`src/rtl/snake_autopilot.sv`:
```
// Autopilot for the snake game: on each game step it decides whether to turn
// toward the fruit and then drives timed right/left press pulses for the game core.
module snake_autopilot #(
  parameter int PRESS_CYCLES = 4,
  parameter int GAP_CYCLES   = 4,
  parameter int GRID_MAX_X   = 79,
  parameter int GRID_MAX_Y   = 59
) (
  input  logic       clock_25,
  input  logic       reset,
  input  logic       enable,
  input  logic       game_tik,
  input  logic       right,
  input  logic       left,
  input  logic       up,
  input  logic       down,
  input  logic [6:0] snake_head_x,
  input  logic [6:0] snake_head_y,
  input  logic [6:0] fruit_x,
  input  logic [6:0] fruit_y,
  output logic       right_P,
  output logic       left_P,
  output logic       busy,
  output logic       missed_tik,
  output logic [7:0] turn_count
);

  localparam int CNT_MAX = (PRESS_CYCLES > GAP_CYCLES) ? PRESS_CYCLES : GAP_CYCLES;
  localparam int CNT_W   = (CNT_MAX > 1) ? $clog2(CNT_MAX) : 1;

  typedef enum logic [1:0] {IDLE, DECIDE, PRESS, GAP} state_t;
  typedef enum logic [1:0] {TURN_NONE, TURN_RIGHT, TURN_LEFT} turn_t;

  state_t           state, state_n;
  logic [CNT_W-1:0] cnt, cnt_n;
  logic             right_n, left_n, missed_n, latch_en;
  logic [7:0]       count_n;
  turn_t            turn;

  // Heading packed clockwise from +x: {right, down, left, up}
  logic [3:0] hdg_p0;
  logic [6:0] hx_p0, hy_p0, fx_p0, fy_p0;

  // Project the fruit offset onto the heading (ahead) and its clockwise normal (lateral).
  function automatic turn_t decide(input logic [3:0] hdg, input logic [6:0] hx,
                                   input logic [6:0] hy, input logic [6:0] fx,
                                   input logic [6:0] fy);
    logic signed [7:0] dx, dy, a, l;
    logic              valid, at_edge, cw_off;
    turn_t             t;
    dx      = $signed({1'b0, fx}) - $signed({1'b0, hx});
    dy      = $signed({1'b0, fy}) - $signed({1'b0, hy});
    a       = 8'sd0;
    l       = 8'sd0;
    valid   = 1'b1;
    at_edge = 1'b0;
    cw_off  = 1'b0;
    t       = TURN_NONE;
    case (hdg)
      4'b1000: begin a = dx;  l = dy;  at_edge = (hx == 7'(GRID_MAX_X)); cw_off = (hy == 7'(GRID_MAX_Y)); end
      4'b0100: begin a = dy;  l = -dx; at_edge = (hy == 7'(GRID_MAX_Y)); cw_off = (hx == 7'd0); end
      4'b0010: begin a = -dx; l = -dy; at_edge = (hx == 7'd0);           cw_off = (hy == 7'd0); end
      4'b0001: begin a = -dy; l = dx;  at_edge = (hy == 7'd0);           cw_off = (hx == 7'(GRID_MAX_X)); end
      default: valid = 1'b0;
    endcase
    if (valid) begin
      if (a > 8'sd0)      t = TURN_NONE;
      else if (l > 8'sd0) t = TURN_RIGHT;
      else if (l < 8'sd0) t = TURN_LEFT;
      else if (a < 8'sd0) t = TURN_RIGHT;
      // Heading straight into a wall: turn away, preferring clockwise.
      if (t == TURN_NONE && at_edge) t = cw_off ? TURN_LEFT : TURN_RIGHT;
    end
    return t;
  endfunction

  assign turn = decide(hdg_p0, hx_p0, hy_p0, fx_p0, fy_p0);
  assign busy = (state != IDLE);

  always_comb begin
    state_n  = state;
    cnt_n    = cnt;
    right_n  = right_P;
    left_n   = left_P;
    count_n  = turn_count;
    latch_en = 1'b0;
    missed_n = missed_tik | (game_tik && state != IDLE);
    case (state)
      IDLE: begin
        if (game_tik && enable) begin
          latch_en = 1'b1;
          state_n  = DECIDE;
        end
      end
      DECIDE: begin
        if (turn == TURN_RIGHT || turn == TURN_LEFT) begin
          right_n = (turn == TURN_RIGHT);
          left_n  = (turn == TURN_LEFT);
          cnt_n   = CNT_W'(PRESS_CYCLES - 1);
          count_n = turn_count + 8'd1;
          state_n = PRESS;
        end else begin
          state_n = IDLE;
        end
      end
      PRESS: begin
        if (cnt == '0) begin
          right_n = 1'b0;
          left_n  = 1'b0;
          cnt_n   = CNT_W'(GAP_CYCLES - 1);
          state_n = GAP;
        end else begin
          cnt_n = cnt - CNT_W'(1);
        end
      end
      GAP: begin
        if (cnt == '0) state_n = IDLE;
        else           cnt_n   = cnt - CNT_W'(1);
      end
      default: state_n = IDLE;
    endcase
  end

  always_ff @(posedge clock_25) begin
    if (reset) begin
      state      <= IDLE;
      cnt        <= '0;
      right_P    <= 1'b0;
      left_P     <= 1'b0;
      turn_count <= 8'd0;
      missed_tik <= 1'b0;
    end else begin
      state      <= state_n;
      cnt        <= cnt_n;
      right_P    <= right_n;
      left_P     <= left_n;
      turn_count <= count_n;
      missed_tik <= missed_n;
    end
  end

  // Stage p0: snapshot of the game state taken on the accepted step
  always_ff @(posedge clock_25) begin
    if (latch_en) begin
      hdg_p0 <= {right, down, left, up};
      hx_p0  <= snake_head_x;
      hy_p0  <= snake_head_y;
      fx_p0  <= fruit_x;
      fy_p0  <= fruit_y;
    end
  end

endmodule

```
`config.mk`:
```
export PLATFORM = sky130hd
export DESIGN_NAME = snake_autopilot
export DESIGN_NICKNAME = d
export VERILOG_FILES = /design/src/rtl/snake_autopilot.sv
export SDC_FILE = /design/constraint.sdc
export NUM_CORES = 1
export LEC_CHECK = 0
export ABC_AREA = 1
export BUFFER_PORTS_ARGS = -buffer_cell sky130_fd_sc_hd__buf_4
export CORE_UTILIZATION = 40
export DETAILED_ROUTE_END_ITERATION = 8
export PLACE_DENSITY = 0.56
export REMOVE_ABC_BUFFERS = 1
export SLEW_MARGIN = 25
export SYNTH_ARGS = -nofsm -noshare
export SYNTH_HDL_FRONTEND = slang
export SYNTH_SLANG_ARGS = --single-unit
```
`constraint.sdc`:
```
create_clock -name clock_25 -period 4.9 [get_ports clock_25]
set_input_delay 0.245 -clock clock_25 [delete_from_list [all_inputs] [get_ports clock_25]]
set_output_delay 0.245 -clock clock_25 [all_outputs]
set_load 0.02 [all_outputs]
```
Word level (Yosys, flattened, before mapping)
Index checks and enable logic that the tools add are counted.
{"block": "word_totals", "reg_bits": 47, "input_bits": 36, "word_cells": 84}
{"block": "op_classes", "n_addsub": 6, "order_cmp": 4, "eq_ne": 16, "muxes": 29, "bitwise_logic": 1, "n_reduce_logical": 17}
{"operator": "case mux 8 bit (4 select lines)", "count": 2}
{"operator": "2-to-1 mux 2 bit", "count": 14}
{"operator": "> comparator 8 x 1 -> 1 bit (second input constant)", "count": 2}
{"operator": "< comparator 8 x 1 -> 1 bit (second input constant)", "count": 2}
{"operator": "negation 8 bit", "count": 2}
{"operator": "subtractor 7 x 7 -> 8 bit", "count": 2}
{"operator": "logical NOT 7 bit", "count": 2}
{"operator": "!= test 2 bit (second input constant)", "count": 5}
{"operator": "AND reduction 3 bit", "count": 3}
{"operator": "adder 8 x 1 -> 8 bit (second input constant)", "count": 1}
{"operator": "case mux 1 bit (4 select lines)", "count": 2}
{"operator": "case mux 2 bit (4 select lines)", "count": 1}
{"operator": "== test 7 x 6 -> 1 bit (second input constant)", "count": 1}
{"operator": "== test 7 bit (second input constant)", "count": 1}
{"operator": "2-to-1 mux 1 bit", "count": 7}
{"operator": "== test 2 bit (second input constant)", "count": 3}
{"operator": "logical NOT 2 bit", "count": 3}
{"operator": "case mux 2 bit (3 select lines)", "count": 1}
{"operator": "== test 2 x 1 -> 1 bit (second input constant)", "count": 2}
{"operator": "== test 4 x 1 -> 1 bit (second input constant)", "count": 1}
{"operator": "== test 4 x 2 -> 1 bit (second input constant)", "count": 1}
{"operator": "== test 4 x 3 -> 1 bit (second input constant)", "count": 1}
{"operator": "== test 4 bit (second input constant)", "count": 1}
{"operator": "case mux 1 bit (2 select lines)", "count": 2}
{"operator": "8 further kinds", "count": 11}

Depth between registers and ports, before layout
Gate-level depths: netlist (run 1).
{"block": "logic_depth", "word_depth": 17, "mapped_depth": 30, "depth_no_buf": 30}

Least setup slack after synthesis (run 1)
Ideal clock, no wire load.
{"block": "synth_path", "kind": "register to register", "from": "register hy_p0[0]", "to": "register turn_count[7]", "t_arrival_ps": 3725, "required_time_ps": 4768, "slack_ps": 1043, "stages_incl_launch_ff": 29, "n_path_buf": 0, "synth_period_minus_slack_ps": 3857, "cell_sequence": "edfxtp_1 ha_1 inv_1 fa_1 inv_1 ha_1 nand3_1 nand2_1 inv_1 nand2_1 nor2_1 nand3_1 nor2_2 nand2_1 nor2_2 nand3_1 nand2_2 nand2_1 nor2_2 nor2_1 nor2_1 ha_1 nor3_2 nand4_1 nor2_1 nand2_1 nor2_1 and3_1 nor3_1"}
{"block": "synth_via", "elab_chain_cells": 16}
{"element": "start: declaration", "line": "42", "rtl": "logic [6:0] hx_p0, hy_p0, fx_p0, fy_p0;"}
{"element": "start signal: assignment", "line": "147", "rtl": "hy_p0 <= snake_head_y;"}
{"element": "subtractor 7 x 7 -> 8 bit", "line": "52", "rtl": "dy = $signed({1'b0, fy}) - $signed({1'b0, hy});"}
{"element": "negation 8 bit", "line": "62, 63"}
{"element": "case mux 8 bit (4 select lines)", "line": "59", "rtl": "case (hdg)"}
{"element": "< comparator 8 x 1 -> 1 bit", "line": "70", "rtl": "else if (a < 8'sd0) t = TURN_RIGHT;"}
{"element": "2-to-1 mux 1 bit", "line": "70"}
{"element": "2-to-1 mux 2 bit", "line": "69", "rtl": "else if (l < 8'sd0) t = TURN_LEFT;"}
{"element": "2-to-1 mux 2 bit", "line": "68", "rtl": "else if (l > 8'sd0) t = TURN_RIGHT;"}
{"element": "2-to-1 mux 2 bit", "line": "67", "rtl": "if (a > 8'sd0) t = TURN_NONE;"}
{"element": "2-to-1 mux 2 bit", "line": "66", "rtl": "if (valid) begin"}
{"element": "logical NOT 2 bit", "line": "72", "rtl": "if (t == TURN_NONE && at_edge) t = cw_off ? TURN_LEFT : TURN_RIGHT;"}
{"element": "logical AND 1 bit", "line": "72"}
{"element": "2-to-1 mux 2 bit *", "line": "72"}
{"element": "2-to-1 mux 2 bit *", "line": "66"}
{"element": "== test 2 x 1 -> 1 bit / == test 2 bit (equally long branches)", "line": "96", "rtl": "if (turn == TURN_RIGHT || turn == TURN_LEFT) begin"}
{"element": "logical OR 1 bit *", "line": "96"}
{"element": "AND reduction 2 bit (no line) *"}
{"element": "end signal: assignment", "line": "137", "rtl": "turn_count <= count_n;"}
{"element": "end: declaration", "line": "25", "rtl": "output logic [7:0] turn_count"}
Mark *: on every way between the ends. The rest lies on a longest branch, timed or not. The select of a mux whose other input is x is not followed.
A chain may end at the register's enable or synchronous reset.

Final worst setup path (run 1)
Ends and elaborated chain as after synthesis.

==> results of run 1 <==
==> power groups by stage <==
stage          Sequential, W  Clock [W]  Combinational [W]
2_1_floorplan       0.000460          0           0.000180
3_3_place_gp        0.000459          0           0.000249
3_5_place_dp        0.000459          0           0.000250
4_1_cts             0.000450   0.000296           0.000251
5_1_grt             0.000452   0.000308           0.000286
6_report            0.000450   0.000283           0.000251
==> cell usage after synthesis, types with 2 or more instances <==
cell,count,area (um^2)
inv_1,67,251
nand2_2,14,87.6
dfxtp_1,15,300
nor2_1,44,165
nor3_1,3,15.0
nor2_2,9,56.3
o21ai_0,9,45.0
a21oi_1,20,100
o21ai_1,2,10.0
nand4_1,15,93.8
edfxtp_1,32,961
o22ai_1,3,18.8
nand2_1,128,480
nand3_2,8,80.1
fa_1,2,40.0
inv_2,8,30.0
nand3_1,54,270
o21a_1,3,22.5
nor4_1,3,18.8
a211oi_1,3,22.5
ha_1,20,250
nand3b_1,3,22.5
==> worst max-delay path: cells and delay by family, from the launching register on <==
family / cells / cell delay (ps)
AND/OR/NAND/NOR: 21 / 2370
adder cells (fa/ha/maj): 4 / 1160
flip-flops: 1 / 420
buffers and inverters: 3 / 290
==> area by class of cell <==
cell class | count | area (um^2) | area share (%)
multi-input combinational | 355 | 1920 | 47.1
inverter | 76 | 285 | 7.00
clock inverter | 1 | 8.76 | 0.215
sequential | 47 | 1260 | 30.9
timing repair buffer | 48 | 360 | 8.84
clock buffer | 7 | 108 | 2.64
tap | 105 | 131 | 3.22
==> per-layer routing <==
metal / wire [um] / part of all wire (%)
met1: 3880 / 51
met2: 3300 / 43
met3: 407 / 5.3
met4: 76 / 0.99
met5: 0 / 0
==> flip-flops by register name, indices dropped and copies added (netlist names), named ones only <==
signal and cells:
right_P 1, hdg_p0 4, missed_tik 1, cnt 2
hy_p0 7, left_P 1, state 1, fx_p0 7
fy_p0 7, turn_count 8, hx_p0 7
==> final timing paths <==
kind | start | cells past startpoint | endpoint
setup / recovery | hy_p0[0]$_DFFE_PP_ | 28 | turn_count[7]$_SDFFE_PP0P_
hold / removal | snake_head_x[3] | 1 | hx_p0[3]$_DFFE_PP_
setup reg to reg | hy_p0[0]$_DFFE_PP_ | 28 | turn_count[7]$_SDFFE_PP0P_
hold reg to reg | missed_tik$_SDFF_PP0_ | 2 | missed_tik$_SDFF_PP0_
==> cells by family (layout without fill, tap and decap cells) <==
group	after synthesis	count (layout)	share of synthesized area, %
XOR/XNOR	1	1	0.251
AO/OA/AOI/OAI	44	44	7.40
adder cells (fa/ha/maj)	22	22	8.33
buffers and inverters	79	132	8.76
AND/OR/NAND/NOR	288	288	39.1
flip-flops	47	47	36.2
==> through the flow <==
step                std cells  cell area [um^2]
floorplan                 478              3460
CTS                       639              4080
global placement          631              3960
finish                    639              4080
global route              639              4080
detailed placement        631              3960
==> impl_metrics.yaml, run 1 <==
flow_run:
  drv_cap: 0
floorplan:
  core_mm2: 0.00834
  die-width_um: 95.3
  rows: 33
  start_util_pct: 41.8
  die_h_um: 95.3
  dieArea_mm2: 0.00909
  io_pins: 48
routing:
  vias: 3166
  first_iter_violations: 182
  antenna_left: 0
  drc: 0
  wl_per_cell_um: 12.0
  vias_per_cell: 4.95
  wl_um: 7670
  dr.pass1.iters: 4
global_routing:
  antenna_found_initial: 0
  grt_pass1_vias: 2832
  use_met3_pct: 2.79
  grt_pass1_wl_um: 12800
  grt_usage_pct: 18.1
  grt_max_degree: 33
  overflow: 0
  use_met2_pct: 28.7
  busiest_layer: "met2"
  met1_usage_pct: 25.7
clock_network:
  clockBufferDepth: 2
  post_cts_buffers: 0
  clk_latency_ps: 300
  root_buffer: "clkbuf_8"
  ctsHtreeMaxLevel: 2
  ctsHoldBuffers: 0
  cts_buffers: 5
  ctsResizeCount: 0
  clk_pin_slew_ps: 90
  cts_tree: "done"
  clock_sink_count: 47
critical_path:
  cp_max_fo: 9
  cp_slowest_cell: "fa_1"
  slowest_delay_ps: 460
  cp.required_ps: 5100
  critPathCaptureType: "register"
  crit_arrival_ps: 4570
  rrSetupSlack_ps: 520
  worstSetupPathType: "register to register"
  start_kind: "register"
status:
  status: "finished, final reports clean"
synthesis:
  syn_avg_cell_area_um2: 7.24
  synth_edf_count: 32
  synth_area_mm2: 0.00348
  yosysUniqueCellTypes: 38
  ys_warn_count: 0
  synthFlopType: "edfxtp_1"
  async_flop_share_pct: 0
  synth-seq-cells: 47
  synthCells: 481
  yosysSeqAreaShare_pct: 36.2
placed_design:
  gp_congestion: 0.882
  place_ws_ps: 532
  dp_hpwl_um: 6120
  portBuffers: 47
cells_and_area:
  antennaDiodeCount: 0
  final_common_cell: "nand2_1"
  areaGrowthSynthToFinish_pct: 16.9
  final_util_pct: 48.9
  finalNetCount: 591
  mostFrequentLayoutCells: "nand2_1 (128), inv_1 (67), nand3_1 (54), buf_4 (48), nor2_1 (43)"
  final_layout_size_suffix_gt1_share_pct: 19.5
  fillCellCount: 864
sta:
  clock_skew_ps: 5.76
  fmax_mhz: 229
  fin_crit_ps: 4380
  setup_viol: 0
  rsz0062_at_grt: "false"
  slew_violations: 0
  worst_pin_slew_ps: 874
  timing.final.ws_setup_ps: 524
  fin_crit_sh_pct: 89.3
  setup_tns_ps: 0
  whs_ps: 116
  finalHoldViolations: 0
  relSlewSlack_pct: 41.5
power_and_ir_drop:
  power.density_mw_per_mm2: 241
  p_switching_w: 0.000302
  pwr-share-clk_pct: 28.8
  combPwrFrac_pct: 25.5
  swShare_pct: 30.7
  ir_drop_v: 0.000134
  pwr-share-seq_pct: 45.7
  p_int_w: 0.000682
  leakagePower_nw: 1.98
  p_total_w: 0.000984
min_path:
  hold_path_class: "input port to register"
Power figures use the tool's default switching activity.
==> run 2, diff against run 1 <==
--- a/config.mk
+++ b/config.mk
@@ -8,6 +8,7 @@
 export ABC_AREA = 1
 export BUFFER_PORTS_ARGS = -buffer_cell sky130_fd_sc_hd__buf_4
 export CORE_UTILIZATION = 40
+export CTS_BUF_LIST = sky130_fd_sc_hd__clkbuf_16
 export DETAILED_ROUTE_END_ITERATION = 8
 export PLACE_DENSITY = 0.56
 export REMOVE_ABC_BUFFERS = 1
==> impl_metrics.yaml, run 2 (synthesis gave the netlist of run 1 again) <==
power_and_ir_drop:
  power.density_mw_per_mm2: 258
  p_switching_w: 0.000310
  pwr-share-seq_pct: 42.3
  leakagePower_nw: 2.00
  p_int_w: 0.000755
  ir_drop_v: 0.000158
  combPwrFrac_pct: 23.6
  swShare_pct: 29.1
  pwr-share-clk_pct: 34.2
critical_path:
  cp_slowest_cell: "fa_1"
  slowest_delay_ps: 460
  worstSetupPathType: "register to register"
  crit_arrival_ps: 4540
  cp_max_fo: 9
  cp.required_ps: 5080
  start_kind: "register"
  critPathCaptureType: "register"
sta:
  setup_tns_ps: 0
  rsz0062_at_grt: "false"
  fin_crit_sh_pct: 89.1
  relSlewSlack_pct: 41.3
  worst_pin_slew_ps: 877
  slew_violations: 0
  setup_viol: 0
  finalHoldViolations: 0
  clock_skew_ps: 5.42
  whs_ps: 133
  fmax_mhz: 229
  fin_crit_ps: 4360
cells_and_area:
  largest_reg_flops: 8
  finalNetCount: 591
  final_layout_size_suffix_gt1_share_pct: 19.3
  mostFrequentLayoutCells: "nand2_1 (128), inv_1 (67), nand3_1 (54), buf_4 (48), nor2_1 (43)"
  final_common_cell: "nand2_1"
  areaGrowthSynthToFinish_pct: 18.3
  top_register: "turn_count"
  antennaDiodeCount: 0
clock_network:
  ctsHtreeMaxLevel: 2
  cts_buffers: 5
  ctsResizeCount: 0
  cts_tree: "done"
  post_cts_buffers: 0
  clk_latency_ps: 280
  root_buffer: "clkbuf_16"
  clockBufferDepth: 2
  clock_sink_count: 47
  clk_pin_slew_ps: 70
  ctsHoldBuffers: 0
global_routing:
  grt_pass1_vias: 2842
  grt_usage_pct: 18.2
  grt_pass1_wl_um: 12900
  grt_max_degree: 33
  overflow: 0
  antenna_found_initial: 0
flow_run:
  drv_cap: 0
routing:
  antenna_left: 0
  highest_layer: "met4"
  wl_um: 7640
  first_iter_violations: 176
  met3WireLength_um: 315
  dr.pass1.iters: 4
  drc: 0
  vias: 3161
  vias_per_cell: 4.95
  drt-met1-wl_um: 3900
  wl_met2_um: 3380
  wl_per_cell_um: 12.0
floorplan:
  die_h_um: 95.3
  die-width_um: 95.3
  rows: 33
  dieArea_mm2: 0.00909
  start_util_pct: 41.8
  core_mm2: 0.00834
  io_pins: 48
min_path:
  hold_path_class: "input port to register"
placed_design:
  dp_hpwl_um: 6120
  portBuffers: 47
  gp_congestion: 0.882
status:
  status: "finished, final reports clean"
==> run 2: changes by cell type in the layout (fill, tap and decap cells not counted), sizes merged <==
cell / delta
clkbuf: -1
clkinv: +1
==> run 2: power by group through the flow <==
| stage | Combinational (W) | Clock, W | Sequential (W) |
|---|---|---|---|
| after detailed placement | 0.000250 | 0 | 0.000459 |
| after CTS | 0.000251 | 0.000380 | 0.000450 |
| after global routing | 0.000287 | 0.000391 | 0.000452 |
| after global placement | 0.000249 | 0 | 0.000459 |
| after floorplan | 0.000180 | 0 | 0.000460 |
| final | 0.000251 | 0.000364 | 0.000450 |
==> run 2: path summary, 6_finish.rpt <==
| kind | from | endpoint | slack, ps | cells after the start |
|---|---|---|---|---|
| max | hy_p0[0]$_DFFE_PP_ | turn_count[7]$_SDFFE_PP0P_ | 540 | 28 |
| min | right | hdg_p0[3]$_DFFE_PP_ | 130 | 1 |
| max reg2reg | hy_p0[0]$_DFFE_PP_ | turn_count[7]$_SDFFE_PP0P_ | 540 | 28 |
| min reg2reg | missed_tik$_SDFF_PP0_ | missed_tik$_SDFF_PP0_ | 480 | 2 |
==> run 2: cell type report <==
| type | count | area [um^2] |
|---|---|---|
| multi-input combinational | 355 | 1920 |
| clock buffer | 6 | 150 |
| sequential | 47 | 1260 |
| clock inverter | 2 | 12.5 |
| timing repair buffer | 48 | 360 |
| inverter | 76 | 285 |
| fill | 863 | 4220 |
| tap | 105 | 131 |
==> run 2: critical path: cells and delay by family, from the launching register on <==
| family | cells | cell delay (ps) |
|---|---|---|
| fa+ha+maj | 4 | 1160 |
| buf+inv | 3 | 290 |
| flops | 1 | 420 |
| simple gates | 21 | 2370 |
==> run 2: through the flow <==
stage	setup slack, ps	total power (W)	instances	util [%]	instance area, um^2
after floorplan	1060	0.000640	478	-	3460
after global placement	659	0.000708	631	47.5	3960
after detailed placement	532	0.000710	631	47.5	3960
after CTS	530	0.00108	639	49.4	4120
after global routing	61.0	0.00113	639	49.4	4120
final	535	0.00107	639	49.4	4120
==> run 2: routing by layer <==
metal  GRT usage [%]  up-vias
met5               0        -
met4            4.55        0
met1            25.8     1417
li1                -     1690
met2            28.9       52
met3            2.55        2
